### src/rtl/spi_slave_rx_pkg.sv
// Shared types and constants for the SPI mode-0 slave receiver.
// Holds the FSM encoding, byte geometry and the bit-order helper.
package spi_slave_rx_pkg;

    typedef enum logic [1:0] {
        IDLE  = 2'd0,
        SHIFT = 2'd1,
        DONE  = 2'd2
    } state_t;

    localparam int BYTE_BITS    = 8;
    localparam int SCLK_MAX_DIV = 8;

    // First bit that goes onto the wire for a given bit order.
    function automatic logic lead_bit(input logic [BYTE_BITS-1:0] v, input logic msb_first);
        return msb_first ? v[BYTE_BITS-1] : v[0];
    endfunction

endpackage

### src/rtl/spi_slave_rx_sync_edge_det.sv
// Multi-stage synchroniser for one asynchronous SPI pin, with single-clk
// rise/fall pulses derived from the last stage and one extra registered copy.
module sync_edge_det
    import spi_slave_rx_pkg::*;
#(
    parameter int   SYNC_STAGES = 2,
    parameter logic RST_VAL     = 1'b0
) (
    input  logic clk,
    input  logic rst,
    input  logic i_async,
    output logic o_level,
    output logic o_rise,
    output logic o_fall
);

    logic [SYNC_STAGES-1:0] r_sync;
    logic                   r_prev;

    // Reset presets the chain to the idle bus level so no false edge is seen.
    always_ff @(posedge clk) begin
        if (rst) begin
            r_sync <= {SYNC_STAGES{RST_VAL}};
            r_prev <= RST_VAL;
        end else begin
            // NOTE: non-blocking assignments make every stage sample the previous
            // stage's old value, which is what builds a real shift chain.
            r_sync <= {r_sync[SYNC_STAGES-2:0], i_async};
            r_prev <= r_sync[SYNC_STAGES-1];
        end
    end

    assign o_level = r_sync[SYNC_STAGES-1];
    assign o_rise  = o_level & ~r_prev;
    assign o_fall  = ~o_level & r_prev;

endmodule

### src/rtl/spi_slave_rx.sv
// SPI mode-0 slave: receives bytes on MOSI, returns i_tx_data on MISO,
// flags completed bytes and frames aborted mid-byte.
module spi_slave_rx
    import spi_slave_rx_pkg::*;
#(
    parameter int SYNC_STAGES = 2,
    parameter int MSB_FIRST   = 1
) (
    input  logic                 clk,
    input  logic                 rst,
    input  logic                 spi_sclk,
    input  logic                 spi_cs_n,
    input  logic                 spi_mosi,
    output logic                 spi_miso,
    output logic                 spi_miso_en,
    input  logic [BYTE_BITS-1:0] i_tx_data,
    output logic                 o_spi_s_rx_done,
    output logic [BYTE_BITS-1:0] r_spi_s_rx_data,
    output logic                 o_frame_err
);

    localparam int          CNT_W         = $clog2(BYTE_BITS);
    localparam logic        L_MSB         = (MSB_FIRST != 0);
    localparam logic [2:0]  SETTLE_CYCLES = 3'(SYNC_STAGES + 1);

    logic w_sclk_level, w_sclk_rise, w_sclk_fall;
    logic w_cs_level, w_cs_rise, w_cs_fall;
    logic w_mosi, w_unused_mosi_rise, w_unused_mosi_fall;

    sync_edge_det #(.SYNC_STAGES(SYNC_STAGES), .RST_VAL(1'b0)) u_sync_sclk (
        .clk(clk), .rst(rst), .i_async(spi_sclk),
        .o_level(w_sclk_level), .o_rise(w_sclk_rise), .o_fall(w_sclk_fall)
    );
    sync_edge_det #(.SYNC_STAGES(SYNC_STAGES), .RST_VAL(1'b1)) u_sync_cs (
        .clk(clk), .rst(rst), .i_async(spi_cs_n),
        .o_level(w_cs_level), .o_rise(w_cs_rise), .o_fall(w_cs_fall)
    );
    sync_edge_det #(.SYNC_STAGES(SYNC_STAGES), .RST_VAL(1'b0)) u_sync_mosi (
        .clk(clk), .rst(rst), .i_async(spi_mosi),
        .o_level(w_mosi), .o_rise(w_unused_mosi_rise), .o_fall(w_unused_mosi_fall)
    );

    logic w_unused_sclk_level;
    assign w_unused_sclk_level = w_sclk_level;

    state_t               r_state;
    logic [CNT_W-1:0]     r_bit_cnt;
    logic [BYTE_BITS-1:0] r_rx_shift;
    logic [BYTE_BITS-1:0] r_tx_shift;
    logic                 r_armed;
    logic [2:0]           r_settle_cnt;

    logic [BYTE_BITS-1:0] w_rx_next;
    logic [BYTE_BITS-1:0] w_tx_adv;

    assign w_rx_next = L_MSB ? {r_rx_shift[BYTE_BITS-2:0], w_mosi}
                             : {w_mosi, r_rx_shift[BYTE_BITS-1:1]};
    assign w_tx_adv  = L_MSB ? {r_tx_shift[BYTE_BITS-2:0], 1'b0}
                             : {1'b0, r_tx_shift[BYTE_BITS-1:1]};

    // After reset the cs_n chain flushes from its preset; a frame already in
    // progress must end (cs_n seen high) before a new falling edge is trusted.
    always_ff @(posedge clk) begin
        if (rst) begin
            r_armed      <= 1'b0;
            r_settle_cnt <= '0;
        end else if (!r_armed) begin
            if (r_settle_cnt != SETTLE_CYCLES)
                r_settle_cnt <= r_settle_cnt + 3'd1;
            else if (w_cs_level)
                r_armed <= 1'b1;
        end
    end

    always_ff @(posedge clk) begin
        if (rst) begin
            // NOTE: the shifters are plain registers, not a memory, so they are
            // reset explicitly to give a known MISO value after reset.
            r_state         <= IDLE;
            r_bit_cnt       <= '0;
            r_rx_shift      <= '0;
            r_tx_shift      <= '0;
            r_spi_s_rx_data <= '0;
            o_spi_s_rx_done <= 1'b0;
            o_frame_err     <= 1'b0;
            spi_miso        <= 1'b0;
            spi_miso_en     <= 1'b0;
        end else begin
            o_spi_s_rx_done <= 1'b0;
            o_frame_err     <= 1'b0;
            unique case (r_state)
                IDLE: begin
                    if (r_armed && w_cs_fall) begin
                        r_state     <= SHIFT;
                        r_bit_cnt   <= '0;
                        r_tx_shift  <= i_tx_data;
                        spi_miso    <= lead_bit(i_tx_data, L_MSB);
                        spi_miso_en <= 1'b1;
                    end
                end
                SHIFT: begin
                    if (w_cs_rise) begin
                        r_state     <= IDLE;
                        spi_miso    <= 1'b0;
                        spi_miso_en <= 1'b0;
                        if (r_bit_cnt != '0)
                            o_frame_err <= 1'b1;
                    end else if (w_sclk_rise) begin
                        r_rx_shift <= w_rx_next;
                        r_bit_cnt  <= r_bit_cnt + CNT_W'(1);
                        if (r_bit_cnt == CNT_W'(BYTE_BITS - 1)) begin
                            r_spi_s_rx_data <= w_rx_next;
                            o_spi_s_rx_done <= 1'b1;
                            r_state         <= DONE;
                        end
                    end else if (w_sclk_fall) begin
                        // bit_cnt==0 here means a fresh byte was just loaded.
                        if (r_bit_cnt == '0) begin
                            spi_miso <= lead_bit(r_tx_shift, L_MSB);
                        end else begin
                            r_tx_shift <= w_tx_adv;
                            spi_miso   <= lead_bit(w_tx_adv, L_MSB);
                        end
                    end
                end
                DONE: begin
                    r_tx_shift <= i_tx_data;
                    if (w_cs_level) begin
                        r_state     <= IDLE;
                        spi_miso    <= 1'b0;
                        spi_miso_en <= 1'b0;
                    end else begin
                        r_state <= SHIFT;
                    end
                end
                default: r_state <= IDLE;
            endcase
        end
    end

endmodule
### config.mk
export PLATFORM = sky130hd
export DESIGN_NAME = spi_slave_rx
export DESIGN_NICKNAME = d
export VERILOG_FILES = /design/src/rtl/spi_slave_rx_pkg.sv /design/src/rtl/spi_slave_rx_sync_edge_det.sv /design/src/rtl/spi_slave_rx.sv
export SDC_FILE = /design/constraint.sdc
export NUM_CORES = 1
export LEC_CHECK = 0
export CAP_MARGIN = 20
export CORE_MARGIN = 3
export CORE_UTILIZATION = 45
export DETAILED_ROUTE_END_ITERATION = 12
export GPL_ROUTABILITY_DRIVEN = 0
export PLACE_DENSITY = 0.8
export REMOVE_ABC_BUFFERS = 1
export SLEW_MARGIN = 20
export SYNTH_ARGS = -nofsm -noshare
export SYNTH_HDL_FRONTEND = slang
export SYNTH_SLANG_ARGS = --single-unit
export TNS_END_PERCENT = 50
### constraint.sdc
create_clock -name clk -period 1.9 [get_ports clk]
set_clock_uncertainty 0.05 [all_clocks]
set_input_delay 0.38 -clock clk [delete_from_list [all_inputs] [get_ports clk]]
set_output_delay 0.38 -clock clk [all_outputs]
set_load 0.1 [all_outputs]
==> impl_metrics.json <==
{
  "htreeDepth": 2,
  "nFillCells": 313,
  "dieArea_mm2": 0.00499,
  "rsz0062_at_grt": "false",
  "cts-root-buf": "clkbuf_8",
  "tns_ns": 0,
  "cp_slowest_stage_delay_ns": 0.44,
  "cts_sinks": 44,
  "cap_viol_max_count": 0,
  "antenna_cells": 0,
  "ctsHoldBuffers": 0,
  "syn_inst": 191,
  "ant_nets": 0,
  "pin_count": 25,
  "drt-total-wl_um": 3320,
  "cts_tree": "done",
  "vias": 1374,
  "synth_area_per_cell_um2": 9.85,
  "reg2reg_to": "r_tx_shift[2]",
  "critPathKind": "flop to flop",
  "nNetsFinal": 247,
  "core_area_mm2": 0.00385,
  "dp_cells": 264,
  "drive_above_1_share_pct": 18.8,
  "finalPower_mw": 2.22,
  "grt_overflow": 0,
  "grt_pass1_vias": 1355,
  "fmax_ghz": 0.558,
  "arrival_ns": 1.92,
  "dr.pass1.iters": 4,
  "yosys_warnings": 0,
  "min_path_type": "flop to flop",
  "final_cell_mix": "dfxtp_1, nor2_1, mux2i_1",
  "endpoint": "r_tx_shift[2]",
  "fin_ws_ns": 0.108,
  "clk_latency_ns": 0.29,
  "async_flop_share_pct": 0,
  "clockBufferDepth": 2,
  "slew_headroom_pct": 68.3,
  "design_area_mm2": 0.00240,
  "placementRows": 22,
  "postLayoutCoreUtil_pct": 62.4,
  "drc_errors": 0,
  "path_buf_inv": 1,
  "critPathTopFamily": "multiplexers",
  "min_period_ns": 1.79,
  "status": "completed",
  "setup_violations": 0,
  "synth_ff_type": "dfxtp_1",
  "critPathLaunchType": "flop",
  "wl_per_cell_um": 12.3,
  "synth_cell_types": 33,
  "area_growth_pct": 27.9,
  "irDropWorstVdd_uv": 671,
  "crit_chain": "ha_1 > buf_4 > mux2_2 > mux2i_1 > nor2_1",
  "final_common_cell": "dfxtp_1",
  "grt_pass1_wl_um": 5770,
  "antenna_found_initial": 0,
  "synth-seq-area-share_pct": 46.8,
  "ys_ff_latch": 44,
  "worstRegToRegCells": 5,
  "rrSetupSlack_ns": 0.11,
  "dpl-instance-area_mm2": 0.00232,
  "cts-buffers-inserted": 5,
  "mappedNetlistArea_mm2": 0.00188,
  "finalCritPeriodShare_pct": 94.3,
  "start_util_pct": 48.8,
  "path_clk_slew_ns": 0.08,
  "finalHoldViolCount": 0,
  "track_usage_pct": 14.3,
  "dieWidth_um": 70.6,
  "power.leakage_nw": 1.08,
  "grt_max_degree": 18,
  "hpwl_um": 2480,
  "cp_max_fo": 10,
  "drt_iter0_markers": 91,
  "hold_ws_ns": 0.371,
  "io_buffers": 24,
  "synth_edf_count": 0,
  "crit_required_ns": 2.03,
  "drv_slew": 0,
  "tightestPinTransition_ns": 0.474,
  "avgViaCountPerCell": 5.07,
  "path_depth": 5,
  "die_h_um": 70.6,
  "dpl_worst_slack_ns": 0.139,
  "r2r_start": "r_state[0]",
  "powerDensity_mw_per_mm2": 925,
  "final_cells": 271,
  "end_kind": "flop",
  "cp-startpoint": "r_state[0]",
  "crit_slowest_cell": "dfxtp_1"
}
repair_timing:
action / in CTS / in global routing
setup endpoints to repair: 0 / 2
resized for setup: 0 / 2
setup buffers: 0 / 0
worst register-to-register path, cell delays in order, from the launching register on:
cell and delay [ns]:
dfxtp_1 0.44, ha_1 0.39, buf_4 0.24, mux2_2 0.35
mux2i_1 0.15, nor2_1 0.06
per-layer routing:
layer | vias up | part of all wire [%] | global-route usage [%]
met1 | 638 | 49 | 18.0
met3 | 5 | 3.1 | 3.27
met5 | - | 0 | 0
met2 | 20 | 46 | 23.5
li1 | 711 | - | -
met4 | 0 | 1.8 | 6.26
sequential cells by signal, indices dropped and copies added (netlist names):
signal / cells
r_spi_s_rx_data: 8
r_tx_shift: 8
r_rx_shift: 7
r_bit_cnt: 3
r_settle_cnt: 3
r_state: 2
u_sync_cs.r_sync: 2
u_sync_mosi.r_sync: 2
u_sync_sclk.r_sync: 2
o_frame_err: 1
o_spi_s_rx_done: 1
r_armed: 1
spi_miso: 1
spi_miso_en: 1
u_sync_cs.r_prev: 1
u_sync_sclk.r_prev: 1
cell usage after synthesis, types with 2 or more instances:
| library cell | number | area (um2) |
|---|---|---|
| dfxtp_1 | 44 | 881 |
| or3_1 | 2 | 12.5 |
| mux2_2 | 6 | 67.6 |
| clkbuf_1 | 6 | 22.5 |
| a211oi_1 | 2 | 15.0 |
| ha_1 | 11 | 138 |
| nor2_1 | 29 | 109 |
| nand2_1 | 12 | 45.0 |
| nor4b_1 | 2 | 17.5 |
| a21oi_1 | 9 | 45.0 |
| nand3b_1 | 3 | 22.5 |
| inv_1 | 6 | 22.5 |
| o21ai_0 | 2 | 10.0 |
| or2_2 | 3 | 18.8 |
| nand2b_1 | 3 | 18.8 |
| nor2b_1 | 9 | 56.3 |
| o21ai_1 | 3 | 15.0 |
| mux2i_1 | 24 | 240 |
power breakdown:
group / switching (mW) / internal (mW)
sequential: 0.0582 / 1.01
combinational: 0.328 / 0.285
clock: 0.297 / 0.249
total: 0.683 / 1.54
worst min-delay path by stage:
stage,slack (ns),endpoint,start,cells past startpoint
floorplan,0.34,u_sync_cs.r_sync[1],u_sync_cs.r_sync[0],1
global placement,0.35,u_sync_cs.r_sync[1],u_sync_cs.r_sync[0],1
detailed placement,0.35,u_sync_cs.r_sync[1],u_sync_cs.r_sync[0],1
CTS,0.37,u_sync_cs.r_sync[1],u_sync_cs.r_sync[0],1
global route,0.38,u_sync_cs.r_sync[1],u_sync_cs.r_sync[0],1
finish,0.37,u_sync_cs.r_sync[1],u_sync_cs.r_sync[0],1
kinds of logic after synthesis:
logic type | after synthesis | synth area share, %
AOI/OAI and AO/OA | 21 | 6.79
xor gates and xnor gates | 1 | 0.466
adders and majority gates | 11 | 7.32
buffers and inverters | 14 | 3.26
DFF | 44 | 46.8
muxes | 31 | 17.0
and+or+nand+nor | 69 | 18.4
layout make-up:
class | instances | area [um2] | share of cell area, %
clock inverters | 2 | 12.5 | 0.520
well taps | 48 | 60.1 | 2.50
inverters | 6 | 22.5 | 0.937
multi-input cells | 133 | 943 | 39.2
repair buffers | 33 | 415 | 17.3
flip-flops and latches | 44 | 882 | 36.7
clock buffers | 5 | 68.8 | 2.86
(Power assumes the default switching activity.)
